## config.mk

```make
export PLATFORM = sky130hd
export DESIGN_NAME = pc_unit_flat
export DESIGN_NICKNAME = d
export VERILOG_FILES = /design/src/rtl/pc_unit_if.sv /design/src/rtl/pc_unit.sv /design/src/flat_wrapper.sv
export SDC_FILE = /design/constraint.sdc
export NUM_CORES = 1
export LEC_CHECK = 0
export BUFFER_PORTS_ARGS = -buffer_cell sky130_fd_sc_hd__buf_2
export CORE_AREA = 2 2 134 123
export DETAILED_ROUTE_END_ITERATION = 10
export DIE_AREA = 0 0 136 125
export HOLD_SLACK_MARGIN = 0.08
export SLEW_MARGIN = 20
export SYNTH_ARGS = -nofsm -noshare
export SYNTH_HDL_FRONTEND = slang
export SYNTH_SLANG_ARGS = --single-unit
```

## constraint.sdc

```tcl
create_clock -name CLK -period 3.3 [get_ports CLK]
set_clock_uncertainty 0.2 [all_clocks]
set_input_delay 0.66 -clock CLK [delete_from_list [all_inputs] [get_ports CLK]]
set_output_delay 0.66 -clock CLK [all_outputs]
set_load 0.03 [all_outputs]
```

## src/rtl/pc_unit_if.sv

```systemverilog
// Instruction-fetch request channel between the PC unit and instruction memory.
// Master drives the fetch address and valid; slave answers with ready.
interface pc_unit_if #(
    parameter int unsigned XLEN = 32
);
    logic [XLEN-1:0] PC_Out;
    logic [XLEN-1:0] PC_Next_Seq;
    logic            Fetch_Valid;
    logic            Fetch_Ready;

    modport master (
        output PC_Out,
        output PC_Next_Seq,
        output Fetch_Valid,
        input  Fetch_Ready
    );

    modport slave (
        input  PC_Out,
        input  PC_Next_Seq,
        input  Fetch_Valid,
        output Fetch_Ready
    );
endinterface

```

## src/rtl/pc_unit.sv

```systemverilog
// Fetch-stage program counter: issues PC over a valid/ready handshake and picks the next PC
// from trap vector, redirect, a one-entry pending queue, or sequential increment.
module pc_unit #(
    parameter int unsigned      XLEN       = 32,
    parameter logic [XLEN-1:0]  RESET_VEC  = '0,
    parameter int unsigned      INC        = 4,
    parameter int unsigned      ALIGN_BITS = 2
) (
    input  logic            CLK,
    input  logic            RST_N,
    input  logic            Stall,
    input  logic            Redirect_En,
    input  logic [XLEN-1:0] Redirect_PC,
    input  logic            Trap_En,
    input  logic [XLEN-1:0] Trap_Vec,
    input  logic            Halt_Req,
    input  logic            Resume,
    output logic            Misalign_Flt,
    output logic [XLEN-1:0] Fault_PC,
    pc_unit_if.master       fetch
);

    localparam logic [XLEN-1:0] ALIGN_MASK = ~({XLEN{1'b1}} << ALIGN_BITS);
    localparam logic [XLEN-1:0] INC_V      = XLEN'(INC);

    typedef enum logic [1:0] {
        ST_BOOT,
        ST_RUN,
        ST_HALTED
    } state_e;

    typedef enum logic [1:0] {
        Q_NONE,
        Q_REDIRECT,
        Q_TRAP
    } qtag_e;

    state_e          state_q, state_d;
    qtag_e           q_tag_q, q_tag_d;
    logic [XLEN-1:0] q_pc_q, q_pc_d;
    logic [XLEN-1:0] pc_q, pc_d;
    logic            held_q;
    logic            misalign_q;
    logic [XLEN-1:0] fault_q;

    logic            fetch_valid;
    logic            accept;
    logic            outstanding;
    logic            misaligned;
    logic            redirect_ok;
    logic [XLEN-1:0] trap_target;

    assign fetch_valid = (state_q == ST_RUN) && (held_q || (!Stall && !Halt_Req));
    assign accept      = fetch_valid && fetch.Fetch_Ready;
    // A request still unaccepted after this edge must keep its address, so new targets are
    // parked in the queue instead of touching the PC.
    assign outstanding = fetch_valid && !fetch.Fetch_Ready;
    assign misaligned  = (Redirect_PC & ALIGN_MASK) != '0;
    assign redirect_ok = Redirect_En && !misaligned;
    assign trap_target = Trap_Vec & ~ALIGN_MASK;

    always_comb begin
        // NOTE: every combinational output gets a default first so no path infers a latch.
        state_d = state_q;
        unique case (state_q)
            ST_BOOT:   state_d = ST_RUN;
            ST_RUN:    if (Halt_Req && !outstanding) state_d = ST_HALTED;
            ST_HALTED: if (Resume || Trap_En) state_d = ST_RUN;
            default:   state_d = ST_BOOT;
        endcase
    end

    always_comb begin
        pc_d    = pc_q;
        q_tag_d = q_tag_q;
        q_pc_d  = q_pc_q;
        if (outstanding) begin
            // A trap always claims the slot; a redirect never displaces a queued trap.
            if (Trap_En) begin
                q_tag_d = Q_TRAP;
                q_pc_d  = trap_target;
            end else if (redirect_ok && q_tag_q != Q_TRAP) begin
                q_tag_d = Q_REDIRECT;
                q_pc_d  = Redirect_PC;
            end
        end else begin
            q_tag_d = Q_NONE;
            if (Trap_En)                pc_d = trap_target;
            else if (redirect_ok)       pc_d = Redirect_PC;
            else if (q_tag_q != Q_NONE) pc_d = q_pc_q;
            else if (accept)            pc_d = pc_q + INC_V;
        end
    end

    always_ff @(posedge CLK or negedge RST_N) begin
        if (!RST_N) begin
            state_q    <= ST_BOOT;
            pc_q       <= RESET_VEC;
            q_tag_q    <= Q_NONE;
            q_pc_q     <= '0;
            held_q     <= 1'b0;
            misalign_q <= 1'b0;
            fault_q    <= '0;
        end else begin
            // NOTE: sequential state uses non-blocking assignments so all registers update
            // from the same pre-edge values.
            state_q    <= state_d;
            pc_q       <= pc_d;
            q_tag_q    <= q_tag_d;
            q_pc_q     <= q_pc_d;
            held_q     <= outstanding;
            misalign_q <= Redirect_En && misaligned && !Trap_En;
            if (Redirect_En && misaligned && !Trap_En) fault_q <= Redirect_PC;
        end
    end

    assign fetch.PC_Out      = pc_q;
    assign fetch.PC_Next_Seq = pc_q + INC_V;
    assign fetch.Fetch_Valid = fetch_valid;
    assign Misalign_Flt      = misalign_q;
    assign Fault_PC          = fault_q;

endmodule

```

## src/flat_wrapper.sv

```systemverilog
// flat-port wrapper written by rule: the top's interface ports become plain ports
module pc_unit_flat 
#(
    parameter int unsigned      XLEN       = 32,
    parameter logic [XLEN-1:0]  RESET_VEC  = '0,
    parameter int unsigned      INC        = 4,
    parameter int unsigned      ALIGN_BITS = 2
)
  (CLK, RST_N, Stall, Redirect_En, Redirect_PC, Trap_En, Trap_Vec, Halt_Req, Resume, Misalign_Flt, Fault_PC, fetch_PC_Out, fetch_PC_Next_Seq, fetch_Fetch_Valid, fetch_Fetch_Ready);
  pc_unit_if #(.XLEN(XLEN)) fetch_i ();
  input  logic CLK;
  input  logic RST_N;
  input  logic Stall;
  input  logic Redirect_En;
  input  logic [XLEN-1:0] Redirect_PC;
  input  logic Trap_En;
  input  logic [XLEN-1:0] Trap_Vec;
  input  logic Halt_Req;
  input  logic Resume;
  output logic Misalign_Flt;
  output logic [XLEN-1:0] Fault_PC;
  output wire logic [$bits(fetch_i.PC_Out)-1:0] fetch_PC_Out;
  output wire logic [$bits(fetch_i.PC_Next_Seq)-1:0] fetch_PC_Next_Seq;
  output wire logic [$bits(fetch_i.Fetch_Valid)-1:0] fetch_Fetch_Valid;
  input wire logic [$bits(fetch_i.Fetch_Ready)-1:0] fetch_Fetch_Ready;
  assign fetch_PC_Out = fetch_i.PC_Out;
  assign fetch_PC_Next_Seq = fetch_i.PC_Next_Seq;
  assign fetch_Fetch_Valid = fetch_i.Fetch_Valid;
  assign fetch_i.Fetch_Ready = fetch_Fetch_Ready;
  pc_unit #(.XLEN(XLEN), .RESET_VEC(RESET_VEC), .INC(INC), .ALIGN_BITS(ALIGN_BITS)) u_core (.CLK(CLK), .RST_N(RST_N), .Stall(Stall), .Redirect_En(Redirect_En), .Redirect_PC(Redirect_PC), .Trap_En(Trap_En), .Trap_Vec(Trap_Vec), .Halt_Req(Halt_Req), .Resume(Resume), .Misalign_Flt(Misalign_Flt), .Fault_PC(Fault_PC), .fetch(fetch_i));
endmodule
```

==> results of run 1 <==
worst max path at each step:
stage	from	end	slack [ps]	cells past startpoint
2_1_floorplan	u_core.fetch.PC_Out[3]$_DFFE_PN0P_	fetch_PC_Next_Seq[26]	110	5
6_report	u_core.fetch.PC_Out[3]$_DFFE_PN0P_	fetch_PC_Next_Seq[18]	90	7
4_1_cts	u_core.fetch.PC_Out[10]$_DFFE_PN0P_	fetch_PC_Next_Seq[18]	7	6
5_1_grt	u_core.fetch.PC_Out[3]$_DFFE_PN0P_	fetch_PC_Next_Seq[20]	-40	8
3_3_place_gp	u_core.fetch.PC_Out[10]$_DFFE_PN0P_	fetch_PC_Next_Seq[18]	390	6
3_5_place_dp	Redirect_PC[0]	u_core.fetch.PC_Out[26]$_DFFE_PN0P_	380	8
power by group through the flow:
| stage | Combinational [mW] | Clock, mW | Sequential (mW) |
|---|---|---|---|
| after floorplan | 1.09 | 0 | 2.32 |
| after global placement | 2.08 | 0 | 1.99 |
| after detailed placement | 2.11 | 0 | 2.02 |
| after CTS | 2.11 | 1.11 | 2.00 |
| after global routing | 2.27 | 1.16 | 2.07 |
| final | 2.13 | 1.08 | 2.02 |
timing repair:
action	in CTS	in global routing
buffers inserted	0	8
resized for setup	0	13
setup endpoints to repair	0	5
critical path, cell delays in order, from the launching register on:
cell,delay (ps)
dfrtp_1,410
ha_2,240
nand3_4,110
nor4_4,430
buf_4,190
nand4_1,160
xnor2_1,260
buf_4,200
area by class of cell:
cell class | instances | share of cell area
Clock inverter | 5 | 0.00829
Sequential cell | 102 | 0.360
Clock buffer | 11 | 0.0328
Multi-Input combinational cell | 366 | 0.395
Tap cell | 207 | 0.0365
Timing Repair Buffer | 201 | 0.159
Inverter | 15 | 0.00794
state kept, by name (all words and copies together) (netlist names):
| name | flops |
|---|---|
| u_core.Misalign_Flt | 1 |
| u_core.held_q | 1 |
| u_core.state_q | 2 |
| u_core.fetch.PC_Out | 32 |
| u_core.q_pc_q | 32 |
| u_core.q_tag_q | 2 |
| u_core.Fault_PC | 32 |
cell families (layout without fill, tap and decap cells):
| group | Yosys count | after routing | synth area share |
|---|---|---|---|
| AO/OA/AOI/OAI | 165 | 165 | 0.226 |
| AND/OR/NAND/NOR | 140 | 140 | 0.157 |
| flip-flops | 102 | 102 | 0.462 |
| buffers and inverters | 58 | 232 | 0.0432 |
| multiplexers | 32 | 32 | 0.0652 |
| XOR/XNOR | 28 | 28 | 0.0444 |
| adder cells (fa/ha/maj) | 1 | 1 | 0.00226 |
through the flow:
stage / util / instance area, sq um / setup slack (ps)
detailed placement: 0.426 / 6700 / 384
CTS: 0.444 / 6990 / 6.68
global route: 0.450 / 7090 / -36.4
global placement: 0.426 / 6700 / 395
floorplan: - / 5530 / 108
finish: 0.450 / 7090 / 95.0
per-layer routing:
layer  up-vias  wire length [um]  GRT usage
met2       240              7590      0.303
li1       2361                 -          -
met4         0               340     0.0668
met1      2588              7980      0.288
met5         -                 0          0
met3        28              1380     0.0458
Yosys cell counts (2+ instances only):
cell	count
nand4_1	10
buf_4	2
a21oi_1	21
xnor2_1	17
nor2_1	28
nor3_1	6
clkbuf_1	30
nor4_1	3
and2_1	3
o22ai_1	10
o21ai_0	34
o21ai_1	2
o2bb2ai_1	5
a211oi_1	3
a22o_1	2
or2_2	2
a222oi_1	23
o31ai_1	5
o31a_1	12
a21boi_0	8
a221oi_1	3
a311oi_1	2
nor3b_1	32
nand3_1	7
and3_1	3
and4_1	3
nor4_4	3
a221o_1	30
nand3b_1	4
dfrtp_1	102
inv_1	14
buf_2	10
mux2_2	32
xor2_1	11
nand2_1	27
==> results.py, run 1 <==
metrics = {
    "timing": {
        "min_period_ps": 3210,
        "maxSlewHeadroom": 0.442,
        "finalHoldViolCount": 0,
        "rsz0062_at_grt": "true",
        "timing.hold.ws_ps": 92.1,
        "setup_violations": 0,
        "slew_viol_final": 0,
        "tightestPinTransition_ps": 834,
        "fin_crit_sh": 0.971,
        "tns_ps": 0,
        "max_clock_freq_ghz": 0.312,
    },
    "grt": {
        "grt_pass1_vias": 4882,
        "grt_max_degree": 63,
        "grtUsageTotal": 0.202,
        "grt_pass1_wl_um": 26600,
        "grt_overflow_total": 0,
        "antenna_found_initial": 0,
    },
    "clocking": {
        "cts-buffers-inserted": 9,
        "ctsHoldBuffers": 0,
        "h-tree-depth": 3,
        "root_buffer": "clkbuf_16",
        "clk_path_buf_depth": 2,
        "cts.sinks": 102,
        "clock_latency_ps": 350,
        "clk_transition_reported_paths_ps": 70,
        "cts_tree": "built",
    },
    "pwr": {
        "netSwitchingPower_mw": 2.23,
        "seqPwrFrac": 0.386,
        "clkPwrFrac": 0.207,
        "intPower_mw": 3.00,
        "leakagePower_nw": 3.15,
        "power_density_nw_per_um2": 737,
        "power_mw": 5.23,
        "peakVddDrop_mv": 0.292,
        "netSwitchingFraction": 0.427,
        "p_comb_frac": 0.408,
    },
    "layout": {
        "final_cell_mix": "buf_2, dfrtp_1, buf_4, o21ai_0",
        "finalNonFillerCells": 907,
        "nFillCells": 1556,
        "multi_input_comb_area_sq_um": 2800,
        "syn_to_final_growth_pct": 28.3,
        "regArea_sq_um": 2550,
        "diodes": 0,
        "fin_nets": 768,
        "drive_gt1_frac": 0.387,
        "final_common_cell": "buf_2",
    },
    "synth": {
        "yosys_warnings": 0,
        "synth_top_cell_area_share": 0.462,
        "synthCells": 526,
        "synth-main-ff-cell": "dfrtp_1",
        "synth_area_leader_cell": "dfrtp_1",
        "ys_top_cells_by_area": "dfrtp_1, mux2_2, a221o_1",
        "ys_ff_latch": 102,
        "async_flop_share": 1.00,
        "syn_area_per_cell_sq_um": 10.5,
        "seq_area_frac_synth": 0.462,
        "synth_area_sq_um": 5530,
        "synth_fp_nets": 599,
        "ys_types": 52,
        "synth_edf_count": 0,
    },
    "worst_setup_path": {
        "crit_path_end_kind": "output port",
        "cp-start-kind": "flip-flop",
        "r2r_slack_ps": 670,
        "rr_endpoint": "u_core.fetch.PC_Out[30]$_DFFE_PN0P_",
        "reg2regPathDepth": 6,
        "cp_max_fo": 5,
        "arrival_ps": 2350,
        "r2r_start": "u_core.q_tag_q[1]$_DFFE_PN0P_",
        "required_ps": 2440,
        "timing_worst_setup_path_type": "flip-flop to output port",
    },
    "die": {
        "fp.dieW_um": 136,
        "dieArea_sq_um": 17000,
        "core-area_sq_um": 15700,
        "start_util": 0.351,
        "die_y_um": 125,
        "std_cell_rows": 44,
        "boundaryPins": 170,
    },
    "routing": {
        "ant_nets": 0,
        "viasPerCell": 5.75,
        "drc": 0,
        "drtIter0Drc": 539,
        "vias": 5217,
        "drt-pass1-iter-count": 10,
        "finalWirelength_um": 17300,
        "wl_per_cell_um": 19.1,
    },
    "status": {
        "status": "completed",
    },
    "min_path": {
        "min_path_type": "primary input to asynchronous set/reset pin",
    },
    "placement": {
        "dp_hpwl_um": 12500,
        "gp_congestion": 0.875,
        "numPortBuffers": 167,
        "dp.cells": 883,
    },
    "flow_run": {
        "maxCapViolations": 0,
    },
}
Power figures use the tool's default switching activity.
==> run 2: changes to the inputs <==
--- a/config.mk
+++ b/config.mk
@@ -5,11 +5,14 @@
 export SDC_FILE = /design/constraint.sdc
 export NUM_CORES = 1
 export LEC_CHECK = 0
+export ABC_AREA = 1
 export BUFFER_PORTS_ARGS = -buffer_cell sky130_fd_sc_hd__buf_2
-export CORE_AREA = 2 2 134 123
+export CORE_AREA = 2 2 111 103
 export DETAILED_ROUTE_END_ITERATION = 10
-export DIE_AREA = 0 0 136 125
+export DIE_AREA = 0 0 113 105
 export HOLD_SLACK_MARGIN = 0.08
+export PLACE_DENSITY = 0.85
+export REMOVE_ABC_BUFFERS = 1
 export SLEW_MARGIN = 20
 export SYNTH_ARGS = -nofsm -noshare
 export SYNTH_HDL_FRONTEND = slang
==> run 2 against run 1 <==
Against the previous run: the flow now finishes with violations (design-rule violations); sequential power shrank 2%; non-clock buffer count is 23 lower; flip-flop and latch count did not move; maximum frequency grew 14%; largest power group unchanged; highest routed layer unchanged.
==> results.py, run 2 <==
metrics = {
    "synth": {
        "async_flop_share": 1.00,
        "seq_area_frac_synth": 0.428,
        "synthCells": 818,
        "synth-main-ff-cell": "dfrtp_1",
        "ys_top_cells_by_area": "dfrtp_1, nand2_1, o21ai_0",
        "synth_top_cell_area_share": 0.428,
        "synth_edf_count": 0,
        "yosysMostFrequentCell": "nand2_1",
        "yosys_warnings": 0,
        "syn_area_per_cell_sq_um": 7.29,
        "synth_area_sq_um": 5970,
        "ys_ff_latch": 102,
        "ys_types": 36,
        "synth_area_leader_cell": "dfrtp_1",
        "synth_commonest_cells": "nand2_1, dfrtp_1, o21ai_0",
    },
    "layout": {
        "final_cell_mix": "nand2_1, buf_2, dfrtp_1, o21ai_0, nor2_1",
        "finalNonFillerCells": 1107,
        "multi_input_comb_area_sq_um": 2950,
        "final_util": 0.673,
        "final_common_cell": "nand2_1",
        "drive_gt1_frac": 0.247,
        "diodes": 0,
        "nFillCells": 954,
        "fin_nets": 1043,
        "regArea_sq_um": 2550,
        "syn_to_final_growth_pct": 19.8,
    },
    "die": {
        "dieArea_sq_um": 11900,
        "core-area_sq_um": 10600,
        "boundaryPins": 170,
        "std_cell_rows": 36,
        "start_util": 0.561,
        "die_y_um": 105,
        "fp.dieW_um": 113,
    },
    "timing": {
        "max_clock_freq_ghz": 0.355,
        "rsz0062_at_grt": "false",
        "fin_crit_sh": 0.854,
        "slew_viol_final": 0,
        "maxSlewHeadroom": 0.586,
        "finalHoldViolCount": 0,
        "tns_ps": 0,
        "worst_slack_ps": 482,
        "setup_violations": 0,
        "tightestPinTransition_ps": 620,
        "min_period_ps": 2820,
    },
    "routing": {
        "ant_nets": 0,
        "wl_per_cell_um": 14.7,
        "vias": 5897,
        "viasPerCell": 5.33,
        "drt-pass1-iter-count": 8,
        "drc": 12,
        "drtIter0Drc": 459,
        "finalWirelength_um": 16300,
    },
    "worst_setup_path": {
        "r2r_slack_ps": 1000,
        "cpPeakStageDelay_ps": 410,
        "cp_max_fo": 4,
        "critPathBufInv": 2,
        "cp-start-kind": "flip-flop",
        "arrival_ps": 1960,
        "timing_worst_setup_path_type": "flip-flop to output port",
        "crit_path_end_kind": "output port",
        "crit_slowest_cell": "dfrtp_1",
        "path_delay_family": "simple AND/OR/NAND/NOR gates",
        "required_ps": 2440,
        "crit_chain": "ha_1, nand2_2, nor2_4, nand3b_1, nand2_1, inv_1, or2_2, buf_2",
    },
    "flow_run": {
        "maxCapViolations": 0,
    },
    "clocking": {
        "clk_transition_reported_paths_ps": 70,
        "cts-buffers-inserted": 9,
        "cts.sinks": 102,
        "clk_path_buf_depth": 2,
        "cts-resized-gates": 0,
        "root_buffer": "clkbuf_16",
        "cts_tree": "built",
        "clock_latency_ps": 350,
        "h-tree-depth": 3,
    },
    "grt": {
        "use_met3": 0.0626,
        "grt_pass1_wl_um": 27400,
        "grtUsageMet2": 0.468,
        "grtUsageTotal": 0.287,
        "use_met1": 0.379,
        "top_usage_layer": "met2",
        "grt_overflow_total": 0,
        "antenna_found_initial": 0,
        "grt_pass1_vias": 5695,
        "grt_max_degree": 72,
    },
    "min_path": {
        "min_path_type": "flip-flop to flip-flop",
    },
    "pwr": {
        "peakVddDrop_mv": 0.410,
        "power_density_nw_per_um2": 764,
        "leakagePower_nw": 3.76,
    },
    "placement": {
        "dp_hpwl_um": 11600,
        "numPortBuffers": 167,
        "gp_congestion": 0.890,
        "dp.cells": 1091,
        "place_ws_ps": 613,
    },
    "status": {
        "violations": "design-rule violations",
        "status": "finished with violations",
    },
}
[run 2: cell count changes in the layout (fill, tap and decap cells not counted), sizes merged, moves of 24 or more]
cell   change
o21ai     +76
buf       -24
nor2      +72
nand3     +42
mux2      -32
nand2    +246
nor3b     -33
inv       +51
a221o     -30
[run 2: kinds of logic after synthesis]
kind of cell | count (synthesis) | synth area share
XOR/XNOR | 7 | 0.0103
buffers and inverters | 104 | 0.0778
adder cells (fa/ha/maj) | 1 | 0.00210
flip-flops | 102 | 0.428
AND/OR/NAND/NOR | 442 | 0.336
AO/OA/AOI/OAI | 162 | 0.146
[run 2: through the flow]
| step | instance area, sq um | power, mW | hold WS, ps |
|---|---|---|---|
| after floorplan | 5750 | 3.61 | 164 |
| after global placement | 6850 | 4.34 | 261 |
| after detailed placement | 6850 | 4.40 | 268 |
| after CTS | 7150 | 5.47 | 284 |
| after global routing | 7150 | 5.79 | 312 |
| final | 7150 | 5.46 | 282 |
[run 2: layer usage]
layer	vias up	wire, um
met5	-	0
met4	0	257
met3	22	1240
met2	217	7650
met1	2740	7150
li1	2918	-
[run 2: worst paths after layout]
check | start | end | cells after the start
max reg2reg | u_core.state_q[1]$_DFFE_PN0P_ | u_core.q_pc_q[3]$_DFFE_PN0P_ | 8
max | u_core.fetch.PC_Out[3]$_DFFE_PN0P_ | fetch_PC_Next_Seq[12] | 8
max in group asynchronous | RST_N | u_core.fetch.PC_Out[14]$_DFFE_PN0P_ | 3
min in group asynchronous | RST_N | u_core.Fault_PC[11]$_DFFE_PN0P_ | 2
min reg2reg | u_core.q_pc_q[30]$_DFFE_PN0P_ | u_core.q_pc_q[30]$_DFFE_PN0P_ | 2
min | u_core.q_pc_q[30]$_DFFE_PN0P_ | u_core.q_pc_q[30]$_DFFE_PN0P_ | 2
[run 2: final cells by class]
class                           instances  area share
Clock buffer                           12      0.0345
Clock inverter                          3     0.00630
Inverter                               67      0.0352
Multi-Input combinational cell        612       0.413
Sequential cell                       102       0.357
Tap cell                              133      0.0233
Timing Repair Buffer                  178       0.131
[run 2: where the power goes]
group          internal [mW]  switching [mW]  total, mW  leakage, nW
combinational          0.701            1.72       2.42         2.37
sequential              1.63           0.349       1.98         1.26
clock                  0.605           0.459       1.06        0.135
total                   2.93            2.53       5.46         3.76
[run 2: worst register-to-register path, cell delays in order (launching register included)]
cell and delay (ps):
dfrtp_1 360, inv_1 80, nand2_1 110, nor2_4 180, nand2_4 280, nor2_4 540, buf_4 340, nand2_1 80
nand2_1 70
[run 2: repair_timing]
item	CTS	global route
endpoints found under the hold margin	31	0
setup endpoints to repair	0	0
hold buffers	1	0
buffers inserted	0	0
==> run 3: changes to the inputs <==
--- a/config.mk
+++ b/config.mk
@@ -7,13 +7,12 @@
 export LEC_CHECK = 0
 export ABC_AREA = 1
 export BUFFER_PORTS_ARGS = -buffer_cell sky130_fd_sc_hd__buf_2
-export CORE_AREA = 2 2 111 103
+export CORE_AREA = 2 2 115 106
 export DETAILED_ROUTE_END_ITERATION = 10
-export DIE_AREA = 0 0 113 105
+export DIE_AREA = 0 0 117 108
 export HOLD_SLACK_MARGIN = 0.08
-export PLACE_DENSITY = 0.85
+export PLACE_DENSITY = 0.8
 export REMOVE_ABC_BUFFERS = 1
-export SLEW_MARGIN = 20
 export SYNTH_ARGS = -nofsm -noshare
 export SYNTH_HDL_FRONTEND = slang
 export SYNTH_SLANG_ARGS = --single-unit
==> constraint.sdc (replaced) <==
create_clock -name CLK -period 2.8 [get_ports CLK]
set_clock_uncertainty 0.2 [all_clocks]
set_input_delay 0.56 -clock CLK [delete_from_list [all_inputs] [get_ports CLK]]
set_output_delay 0.56 -clock CLK [all_outputs]
set_load 0.03 [all_outputs]
==> run 3 against run 2 <==
Against the previous run: the run now ends clean; non-clock buffer count increased by 5; worst setup slack lost 370 ps; power grew 18%; core utilization fell by 3.6 points; critical path depth stayed put; final cell count grew 2.4%.
==> results.py, run 3 (same netlist as run 2, synthesis figures left out) <==
metrics = {
    "layout": {
        "regArea_sq_um": 2550,
        "diodes": 0,
        "final_cell_mix": "nand2_1, buf_2, dfrtp_1, o21ai_0, nor2_1",
        "finalNonFillerCells": 1134,
        "fin_nets": 1048,
        "final_common_cell": "nand2_1",
        "drive_gt1_frac": 0.253,
        "nFillCells": 1076,
        "syn_to_final_growth_pct": 21.1,
        "multi_input_comb_area_sq_um": 2960,
        "postLayoutCellArea_sq_um": 7220,
    },
    "worst_setup_path": {
        "critPathBufInv": 1,
        "arrival_ps": 1930,
        "cp-start-kind": "flip-flop",
        "required_ps": 2040,
        "cpPeakStageDelay_ps": 400,
        "cp-startpoint": "u_core.fetch.PC_Out[2]$_DFFE_PN0P_",
        "crit_slowest_cell": "dfrtp_1",
        "crit_end": "fetch_PC_Next_Seq[18]",
        "r2r_start": "u_core.state_q[1]$_DFFE_PN0P_",
        "path_delay_family": "simple AND/OR/NAND/NOR gates",
        "reg2regPathDepth": 9,
        "r2r_slack_ps": 770,
        "cp_max_fo": 5,
        "crit_chain": "ha_2, nand2_2, nor2_4, nand2_2, nor2_4, nand2_1, and2_1, buf_2",
        "rr_endpoint": "u_core.fetch.PC_Out[24]$_DFFE_PN0P_",
        "cp.depth": 8,
        "timing_worst_setup_path_type": "flip-flop to output port",
        "crit_path_end_kind": "output port",
    },
    "clocking": {
        "cts.sinks": 102,
        "root_buffer": "clkbuf_16",
        "cts_tree": "built",
        "clk_transition_reported_paths_ps": 70,
        "cts-buffers-inserted": 9,
        "clk_path_buf_depth": 2,
        "h-tree-depth": 3,
        "clock_latency_ps": 340,
    },
    "pwr": {
        "power_density_nw_per_um2": 889,
        "leakagePower_nw": 3.78,
        "peakVddDrop_mv": 0.433,
    },
    "placement": {
        "dp_hpwl_um": 12000,
        "dp.cells": 1117,
        "gp_congestion": 0.896,
        "numPortBuffers": 167,
        "placed_area_sq_um": 6910,
    },
    "timing": {
        "tightestPinTransition_ps": 573,
        "max_clock_freq_ghz": 0.371,
        "rsz0062_at_grt": "false",
        "slew_viol_final": 0,
        "setup_violations": 0,
        "tns_ps": 0,
        "maxSlewHeadroom": 0.617,
        "fin_crit_sh": 0.962,
        "finalHoldViolCount": 0,
        "min_period_ps": 2690,
    },
    "min_path": {
        "min_path_type": "flip-flop to flip-flop",
        "whs_path_depth": 2,
    },
    "die": {
        "boundaryPins": 170,
        "die_y_um": 108,
        "start_util": 0.526,
        "dieArea_sq_um": 12600,
        "fp.dieW_um": 117,
        "core-area_sq_um": 11300,
        "std_cell_rows": 37,
    },
    "routing": {
        "viasPerCell": 5.14,
        "drtIter0Drc": 340,
        "drc": 0,
        "ant_nets": 0,
        "wl_per_cell_um": 14.0,
        "vias": 5831,
        "drt-pass1-iter-count": 5,
        "finalWirelength_um": 15900,
    },
    "grt": {
        "grt_pass1_wl_um": 26100,
        "grtUsageTotal": 0.262,
        "grt_max_degree": 43,
        "antenna_found_initial": 0,
        "grt_overflow_total": 0,
        "grt_pass1_vias": 5456,
    },
    "status": {
        "status": "completed",
    },
    "flow_run": {
        "maxCapViolations": 0,
    },
}
## run 3: layout make-up
| type | instances | area share |
|---|---|---|
| clock buffer | 10 | 0.0317 |
| clock inverter | 4 | 0.00693 |
| inverter | 67 | 0.0348 |
| multi-input combinational | 612 | 0.410 |
| sequential | 102 | 0.353 |
| tap | 156 | 0.0270 |
| timing repair buffer | 183 | 0.136 |
## run 3: power breakdown
| part | switching, mW | leakage (nW) | total, mW | internal [mW] |
|---|---|---|---|---|
| registers | 0.401 | 1.26 | 2.32 | 1.92 |
| logic | 2.03 | 2.39 | 2.88 | 0.851 |
| clock network | 0.547 | 0.130 | 1.23 | 0.683 |
## run 3: per-layer routing
| layer | global-route usage | part of all wire |
|---|---|---|
| met1 | 0.347 | 0.44 |
| met2 | 0.434 | 0.47 |
| met3 | 0.0476 | 0.071 |
| met4 | 0.0908 | 0.023 |
| met5 | 0 | 0 |
## run 3: worst min-delay path by stage
| stage | from | to | slack [ps] |
|---|---|---|---|
| final | u_core.Fault_PC[11]$_DFFE_PN0P_ | u_core.Fault_PC[11]$_DFFE_PN0P_ | 280 |
| after global routing | Resume | u_core.state_q[0]$_DFFE_PN0P_ | 300 |
| after CTS | Resume | u_core.state_q[0]$_DFFE_PN0P_ | 270 |
| after detailed placement | u_core.Fault_PC[28]$_DFFE_PN0P_ | u_core.Fault_PC[28]$_DFFE_PN0P_ | 270 |
| after global placement | u_core.Fault_PC[13]$_DFFE_PN0P_ | u_core.Fault_PC[13]$_DFFE_PN0P_ | 260 |
| after floorplan | RST_N | u_core.Fault_PC[0]$_DFFE_PN0P_ | 60 |
## run 3: what timing repair did
action,CTS,global route
gates resized for setup,0,2
hold buffers,1,0
setup endpoints to repair,0,7
buffers inserted,0,2
endpoints found under the hold margin,26,0
## run 3: stage by stage
stage / util / setup WS, ps / power [mW] / hold slack [ps]
after CTS: 0.635 / 67.3 / 6.43 / 273
after global placement: 0.609 / 464 / 5.13 / 260
after detailed placement: 0.609 / 453 / 5.20 / 268
after global routing: 0.637 / 16.0 / 6.82 / 298
after floorplan: - / 307 / 4.25 / 64.4
final: 0.637 / 108 / 6.42 / 279
## run 3: tightest hold or removal path, cell delays in order, from the launching register on
cell and delay (ps):
dfrtp_1 340, nand2_1 50, o21ai_0 60
